$ cat src/rtl/bnn_pkg.sv
// Shared definitions for the binarized-network datapath blocks.
//   sumw(n)  : bit width of a popcount sum ranging 0..n
//   idxw(m)  : bit width of an index over m items (minimum 1)
//   state_e  : sequential argmax FSM states
package bnn_pkg;

  function automatic int unsigned sumw(input int unsigned n);
    return $clog2(n + 1);
  endfunction

  function automatic int unsigned idxw(input int unsigned m);
    return (m > 1) ? $clog2(m) : 1;
  endfunction

  typedef enum logic [1:0] {
    IDLE = 2'd0,
    SCAN = 2'd1,
    DONE = 2'd2
  } state_e;

endpackage

$ cat src/rtl/seq_argmax.sv
// Sequential argmax over M popcount sums, one neuron per cycle.
// Optional runner-up tracking and margin output: define SEQ_ARGMAX_MARGIN_EN.
// Ports:
//   clk, rst (async, active-low)
//   in_valid/in_ready/sums        : input vector handshake, neuron k at sums[k*SUML +: SUML]
//   out_valid/out_ready           : result handshake
//   out_class, out_max            : winning index and its sum (lowest index wins ties)
//   out_margin (optional)         : best minus second-best sum
module seq_argmax
  import bnn_pkg::*;
#(
  parameter int unsigned N = 4,
  parameter int unsigned M = 4
) (
  input  logic                      clk,
  input  logic                      rst,
  input  logic                      in_valid,
  output logic                      in_ready,
  input  logic [M*sumw(N)-1:0]      sums,
  output logic                      out_valid,
  input  logic                      out_ready,
  output logic [idxw(M)-1:0]        out_class,
`ifdef SEQ_ARGMAX_MARGIN_EN
  output logic [sumw(N)-1:0]        out_margin,
`endif
  output logic [sumw(N)-1:0]        out_max
);

  localparam int unsigned SUML = sumw(N);
  localparam int unsigned IDXW = idxw(M);
  localparam int unsigned VECW = M * SUML;

  state_e            state_q, state_d;
  logic [VECW-1:0]   snap_q, snap_d;
  logic [SUML-1:0]   best_q, best_d;
  logic [IDXW-1:0]   cls_q, cls_d;
  logic [IDXW-1:0]   idx_q, idx_d;
  logic [SUML-1:0]   cand;
`ifdef SEQ_ARGMAX_MARGIN_EN
  logic [SUML-1:0]   second_q, second_d;
  logic [SUML-1:0]   margin_q, margin_d;
`endif

  // State and datapath registers
  always_ff @(posedge clk or negedge rst) begin
    if (!rst) begin
      state_q  <= IDLE;
      snap_q   <= '0;
      best_q   <= '0;
      cls_q    <= '0;
      idx_q    <= '0;
`ifdef SEQ_ARGMAX_MARGIN_EN
      second_q <= '0;
      margin_q <= '0;
`endif
    end else begin
      state_q  <= state_d;
      snap_q   <= snap_d;
      best_q   <= best_d;
      cls_q    <= cls_d;
      idx_q    <= idx_d;
`ifdef SEQ_ARGMAX_MARGIN_EN
      second_q <= second_d;
      margin_q <= margin_d;
`endif
    end
  end

  // Neuron under examination, taken from the snapshot so upstream changes are ignored
  assign cand = snap_q[idx_q*SUML +: SUML];

  // Next-state and compare/update
  always_comb begin
    state_d  = state_q;
    snap_d   = snap_q;
    best_d   = best_q;
    cls_d    = cls_q;
    idx_d    = idx_q;
`ifdef SEQ_ARGMAX_MARGIN_EN
    second_d = second_q;
`endif
    unique case (state_q)
      IDLE: begin
        if (in_valid) begin
          snap_d   = sums;
          best_d   = sums[SUML-1:0];
          cls_d    = '0;
          idx_d    = IDXW'(1);
`ifdef SEQ_ARGMAX_MARGIN_EN
          second_d = '0;
`endif
          state_d  = (M > 1) ? SCAN : DONE;
        end
      end
      SCAN: begin
        // Strict compare keeps the lowest index on ties
        if (cand > best_q) begin
          best_d   = cand;
          cls_d    = idx_q;
`ifdef SEQ_ARGMAX_MARGIN_EN
          second_d = best_q;
        end else if (cand > second_q) begin
          second_d = cand;
`endif
        end
        idx_d = idx_q + IDXW'(1);
        if (idx_q == IDXW'(M - 1)) begin
          state_d = DONE;
        end
      end
      DONE: begin
        if (out_ready) begin
          state_d = IDLE;
        end
      end
      default: state_d = IDLE;
    endcase
  end

`ifdef SEQ_ARGMAX_MARGIN_EN
  // Margin registered alongside best/second so it is stable with out_max
  assign margin_d   = best_d - second_d;
  assign out_margin = margin_q;
`endif

  assign in_ready  = (state_q == IDLE);
  assign out_valid = (state_q == DONE);
  assign out_class = cls_q;
  assign out_max   = best_q;

endmodule

$ cat config.mk
export PLATFORM = sky130hd
export DESIGN_NAME = seq_argmax
export DESIGN_NICKNAME = d
export VERILOG_FILES = /design/src/rtl/bnn_pkg.sv /design/src/rtl/seq_argmax.sv
export SDC_FILE = /design/constraint.sdc
export NUM_CORES = 1
export LEC_CHECK = 0
export ABC_AREA = 0
export CAP_MARGIN = 25
export CORE_MARGIN = 5
export CORE_UTILIZATION = 45
export CTS_CLUSTER_SIZE = 25
export DETAILED_ROUTE_END_ITERATION = 6
export DONT_BUFFER_PORTS = 1
export PLACE_DENSITY_LB_ADDON = 0.1
export SYNTH_ARGS = -nofsm -noshare
export SYNTH_HDL_FRONTEND = slang
export SYNTH_SLANG_ARGS = --single-unit
export TNS_END_PERCENT = 20
$ cat constraint.sdc
create_clock -name clk -period 2.1 [get_ports clk]
set_input_delay 0.42 -clock clk [delete_from_list [all_inputs] [get_ports clk]]
set_output_delay 0.42 -clock clk [all_outputs]
set_load 0.02 [all_outputs]
==> impl_results.md, run 1 <==
* Hold path cells at 1
* Main flop type after synthesis: dfrtp_1
* Crit Reg-Reg Startpoint: idx_q[0]
* Port Buffers at 0
* Cell Count, Final, Fillers Out at 123
* GRT Resource Usage Total at 0.124
* Synth top area share at 0.486
* Reg-to-Reg End: out_max[2]
* Data required, critical path at 2300 ps
* Core ar. at 2250 sq um
* Leakage at 0.000561 uW
* Yosys cell types at 25
* Ant. Diodes at 0
* Internal reg-to-reg setup slack at -70 ps
* Vias in the first global route at 723
* Final Skew at 1.18 ps
* Residual DRC count at 0
* Via-to-Cell Ratio at 5.33
* Placed Cells at 118
* Routability cong. at 0.793
* Period minus WS final at 2170 ps
* Filler instances at 220
* Power density cells at 1970 nW/um^2
* Area growth from synthesis to layout at 13.3%
* Die Y-Extent at 59.0 um
* Final Max Slew Viols at 0
* Clock Path Buffers at 2
* Grt total ovfl at 0
* Ranking of synthesized cells by area: dfrtp_1 (49%), mux2_2 (18%), ha_1 (4.6%)
* Post-CTS setup buffers at 0
* Min-delay worst type: input pin to flip-flop
* Failing checks: setup timing
* DRT antenna net count at 0
* Total of max-cap violations at 0
* Post-Syn Area per Cell at 12.3 sq um
* DRT iter0 DRCs at 7
* Via count at 656
* Tcrit/Tclk final at 1.03
* Max VDD drop at 0.969 mV
* Hold path endpoint: snap_q[11]
* Final setup viols at 5
* I/O pin count at 23
* Root buf cell: clkbuf_4
* Post-synth top area cell: dfrtp_1
* Layout cells sized above 1 at 0.400
* Fin Hold WS at 259 ps
* Seq/Total Area, Yosys at 0.486
* #FFs+latches synth at 21
* Reg2Reg Depth at 8
* Final hold vios at 0
* H-tree levels at 1
* Critical Path End Type: flip-flop
* Routed WL at 1890 um
* Dpl cell area at 1130 sq um
* Layout Cell Area excl Fill at 1220 sq um
* Worst Slack Setup Final at -68.6 ps
* Max Freq at 461 MHz
* Initial Utilization at 0.479
* Largest net degree at the start of global routing at 22
* Synth warn at 0
* Most common cell in the synthesized netlist: dfrtp_1
* Min-delay src: sums[11]
* Worst-path fanout max at 5
* Critical path type: flip-flop to flip-flop
* Clock-pin transition on the worst setup and hold timing paths at 110 ps
* Initial antenna violation count at 0
* HPWL after DPL at 1500 um
* Skew-Pair Late Insertion Delay at 300 ps
* Post-synth EDFFs at 0
* CP startpoint kind: flip-flop
* First-pass GRT wire length at 3250 um
* Die area at 3480 sq um
* Drt wl/cell at 15.4 um
* Site row count at 17
* Clock tree from TritonCTS: done
* Overall die width at 59.0 um
* TritonCTS Buffers at 3
* Rel. slew slack at 0.392
* Mapped Area at 1080 sq um
* Fraction of registers with async set/reset at 1.00
* RSZ-0062 raised after global routing: true
* Status: finished with violations
* 1st-pass router iterations at 3
* Crit path arrival time at 2370 ps
* Clk sinks at 21
* Post-synthesis cell count at 88
* Synth cell count leaders: dfrtp_1 (21), mux2_2 (17), nor2_1 (8)
* Syn Nets at 108
* Slew at the pin with the worst max-slew slack at 909 ps
* Nets at 116
## worst max-delay path: stages (launching register included)
cell,delay (ps)
dfrtp_2,460
mux2_4,310
nor2_2,90
a21oi_2,40
ha_1,340
nor2_2,100
a31oi_2,60
a31oi_4,330
mux2_4,330
## worst max path at each step
stage,start,end,slack (ps),cells past startpoint
after detailed placement,idx_q[0],out_max[0],-60,8
after global placement,idx_q[0],out_class[1],-10,8
after CTS,idx_q[0],out_max[0],-60,9
final,idx_q[0],out_max[2],-70,8
after global routing,idx_q[0],out_max[2],-180,8
after floorplan,idx_q[0],out_class[0],20,9
## report_power, final
| part | switching, uW | internal (uW) | leakage (uW) |
|---|---|---|---|
| Combinational | 630 | 780 | 0.000292 |
| Clock | 120 | 71.0 | 0.0000177 |
| Sequential | 196 | 612 | 0.000251 |
| Total | 946 | 1460 | 0.000561 |
## layout by cell type (no fill, tap or decap)
cell type,n
dfrtp_1,20
mux2_2,12
mux2_4,8
inv_1,6
nor2_1,6
nor3_1,4
ha_1,4
buf_4,4
a221o_1,3
clkbuf_4,3
nor2b_1,2
nor2_2,2
mux2i_1,2
a21oi_1,2
buf_6,2
mux2i_4,1
a21oi_2,1
and2_1,1
nand2b_1,1
o21ai_1,1
a31oi_2,1
a31oi_4,1
o21bai_1,1
and2_2,1
a22o_1,1
nand2_1,1
o31ai_1,1
clkinv_2,1
dlygate4sd3_1,1
dfrtp_2,1
## per-layer routing
metal,global-route usage,share of wire
met1,0.160,0.47
met3,0.0261,0.039
met4,0.0583,0.0095
met2,0.196,0.48
met5,0,0
## repair_timing
item / in CTS / in global routing
endpoints found under the hold margin: 21 / 0
resized for setup: 1 / 14
pin swaps: 1 / 2
endpoints found under the setup margin: 5 / 5
hold buffers: 1 / 0
## registers in the layout, indices dropped and copies added (netlist names)
name / cells
out_max: 3
snap_q: 12
idx_q: 2
out_class: 2
state_q: 2
## stage by stage
step / setup WS (ps) / setup TNS [ps] / total power, uW / util
2_1_floorplan: 20.5 / 0 / 1780 / -
3_3_place_gp: -10.8 / -12.7 / 1980 / 0.502
3_5_place_dp: -57.4 / -239 / 2030 / 0.502
4_1_cts: -62.5 / -232 / 2240 / 0.519
5_1_grt: -177 / -862 / 2610 / 0.543
6_report: -68.6 / -322 / 2410 / 0.543
## area by class of cell
class | count | area [sq um] | share of cell area
flip-flops and latches | 21 | 527 | 0.430
repair buffers | 7 | 62.6 | 0.0511
well taps | 28 | 35.0 | 0.0286
clock inverters | 1 | 5.00 | 0.00409
multi-input cells | 57 | 551 | 0.449
clock buffers | 3 | 22.5 | 0.0184
inverters | 6 | 22.5 | 0.0184
## cell families after synthesis
group / Yosys count / synth area share
AND/OR/NAND/NOR: 18 / 0.0799
flip-flops: 21 / 0.486
AO/OA/AOI/OAI: 12 / 0.0938
adder cells (fa/ha/maj): 4 / 0.0463
buffers and inverters: 10 / 0.0474
multiplexers: 23 / 0.247
No activity file was read; power rests on OpenSTA's default activity.
==> inputs of run 2 (changes only) <==
- SLEW_MARGIN: unset -> 20
- clock period: 2.1 -> 2.8 ns (I/O delays scaled with it)
==> run 2 against run 1 <==
Net effect:
- the run now ends clean
- sequential cell count unchanged
- combinational power down 41%
- die area stayed put
- utilization fell by 3.5 points
- via count is 2.4% higher
==> impl_results.md, run 2 (synthesis results as in run 1) <==
* Routed length on met3 at 129 um (was 73 um)
* Largest Register: snap_q (unchanged)
* RSZ-0062 raised after global routing: false (was true)
* GRT Resource Usage Total at 0.127 (was 0.124)
* Routability cong. at 0.742 (was 0.793)
* Min-delay worst type: input pin to flip-flop (unchanged)
* Dpl cell area at 1090 sq um (was 1130 sq um)
* Tcrit/Tclk final at 0.829 (was 1.03)
* Largest net degree at the start of global routing at 22 (unchanged)
* Clk sinks at 21 (unchanged)
* TritonCTS Buffers at 3 (unchanged)
* Layout Cell Area excl Fill at 1150 sq um (was 1220 sq um)
* Period minus WS final at 2320 ps (was 2170 ps)
* DRT antenna net count at 0 (unchanged)
* Initial antenna violation count at 0 (unchanged)
* Final Max Slew Viols at 0 (unchanged)
* Root buf cell: clkbuf_4 (unchanged)
* HPWL after DPL at 1400 um (was 1500 um)
* Nets at 112 (was 116)
* Grt total ovfl at 0 (unchanged)
* Filler instances at 223 (was 220)
* Placed Cells at 113 (was 118)
* Initial Utilization at 0.479 (unchanged)
* Worst-path fanout max at 9 (was 5)
* Ant. Diodes at 0 (unchanged)
* Residual DRC count at 0 (unchanged)
* Clock tree from TritonCTS: done (unchanged)
* Max reg flops at 12 (unchanged)
* Layout cells sized above 1 at 0.308 (was 0.400)
* CP startpoint kind: flip-flop (unchanged)
* 1st-pass router iterations at 4 (was 3)
* Site row count at 17 (unchanged)
* Skew-Pair Late Insertion Delay at 310 ps (was 300 ps)
* Critical path type: flip-flop to flip-flop (unchanged)
* H-tree levels at 1 (unchanged)
* Most frequent cells in the layout: dfrtp_1 (21), mux2_2 (17), nor2_1 (8), inv_1 (6) (was dfrtp_1 (20), mux2_2 (12), mux2_4 (8), inv_1 (6), nor2_1 (6))
* Status: finished, final reports clean (was finished with violations)
* Max VDD drop at 0.618 mV (was 0.969 mV)
* I/O pin count at 23 (unchanged)
* Highest Signal Layer: met4 (unchanged)
* Via-to-Cell Ratio at 5.65 (was 5.33)
* Final setup viols at 0 (was 5)
* Total of max-cap violations at 0 (unchanged)
* Leakage at 0.000518 uW (was 0.000561 uW)
* Slew at the pin with the worst max-slew slack at 696 ps (was 909 ps)
* Area growth from synthesis to layout at 6.02% (was 13.3%)
* Die Y-Extent at 59.0 um (unchanged)
* Drt wl/cell at 16.0 um (was 15.4 um)
* Setup TNS at 0 ps (was -322 ps)
* DR WL met2 at 876 um (was 917 um)
* Core ar. at 2250 sq um (unchanged)
* Port Buffers at 0 (unchanged)
* CTS resizes at 0 (was 1)
* Overall die width at 59.0 um (unchanged)
* Die area at 3480 sq um (unchanged)
* Critical Path End Type: flip-flop (unchanged)
* Via count at 672 (was 656)
* Clock-pin transition on the worst setup and hold timing paths at 130 ps (was 110 ps)
* Final Skew at 8.79 ps (was 1.18 ps)
* Rel. slew slack at 0.536 (was 0.392)
* Power density cells at 1400 nW/um^2 (was 1970 nW/um^2)
* DRT iter0 DRCs at 11 (was 7)
* First-pass GRT wire length at 3370 um (was 3250 um)
* Crit path arrival time at 2530 ps (was 2370 ps)
* Cell Count, Final, Fillers Out at 119 (was 123)
* Clock Path Buffers at 2 (unchanged)
* Data required, critical path at 3010 ps (was 2300 ps)
* Commonest non-fill, non-tap cell in the layout: dfrtp_1 (unchanged)
* Final hold vios at 0 (unchanged)
* Routed WL at 1900 um (was 1890 um)
* Max Freq at 431 MHz (was 461 MHz)
* Routed met1 length at 868 um (was 882 um)
* Vias in the first global route at 727 (was 723)
==> run 2: changes by cell type in the layout (fill, tap and decap cells not counted), sizes merged <==
| cell | before | now |
|---|---|---|
| buf | 6 | 2 |
| clkinv | 1 | 0 |
| clkinvlp | 0 | 1 |
==> run 2: metal layers <==
metal / global-route usage / vias up
met5: 0 / -
met4: 0.0388 / 0
met3: 0.0479 / 5
met2: 0.199 / 27
met1: 0.161 / 322
li1: - / 318
==> run 2: final timing paths <==
path	from	endpoint	slack (ps)	cells past startpoint
min reg2reg	snap_q[7]	snap_q[7]	520	1
max in group asynchronous	rst	out_max[1]	1790	2
min	sums[10]	snap_q[10]	380	1
min in group asynchronous	rst	snap_q[0]	560	1
max	idx_q[0]	out_max[2]	480	8
max reg2reg	idx_q[0]	out_max[2]	480	8
==> run 2: metrics by stage <==
step / utilization / setup slack (ps) / hold WS [ps] / power [uW]
final: 0.508 / 480 / 382 / 1610
after global routing: 0.508 / 271 / 352 / 1760
after CTS: 0.503 / 451 / 373 / 1630
after detailed placement: 0.486 / 508 / 265 / 1450
after global placement: 0.486 / 559 / 265 / 1430
after floorplan: - / 721 / 264 / 1330
==> run 2: cell type report <==
| class | instances | area (sq um) | area share |
|---|---|---|---|
| Clock buffer | 3 | 22.5 | 0.0197 |
| Clock inverter | 1 | 7.51 | 0.00655 |
| Inverter | 6 | 22.5 | 0.0197 |
| Multi-Input combinational cell | 57 | 504 | 0.440 |
| Sequential cell | 21 | 526 | 0.459 |
| Tap cell | 28 | 35.0 | 0.0306 |
| Timing Repair Buffer | 3 | 28.8 | 0.0251 |
==> run 2: critical path, cell delays in order (launching register included) <==
cell	delay, ps
dfrtp_1	600
mux2_4	340
nor2_1	90
a21oi_1	60
ha_1	300
nor2_1	100
a31oi_1	80
a31oi_4	280
mux2_2	360
==> run 2: where the power goes <==
group	internal [uW]	switching [uW]
Combinational	440	393
Sequential	457	161
Clock	54.6	99.8
Total	952	654
==> run 2: what timing repair did <==
| action | 4_1_cts | 5_1_grt |
|---|---|---|
| buffers inserted | 0 | 0 |
| endpoints found under the hold margin | 21 | 0 |
| endpoints found under the setup margin | 0 | 0 |
| hold buffers | 1 | 0 |
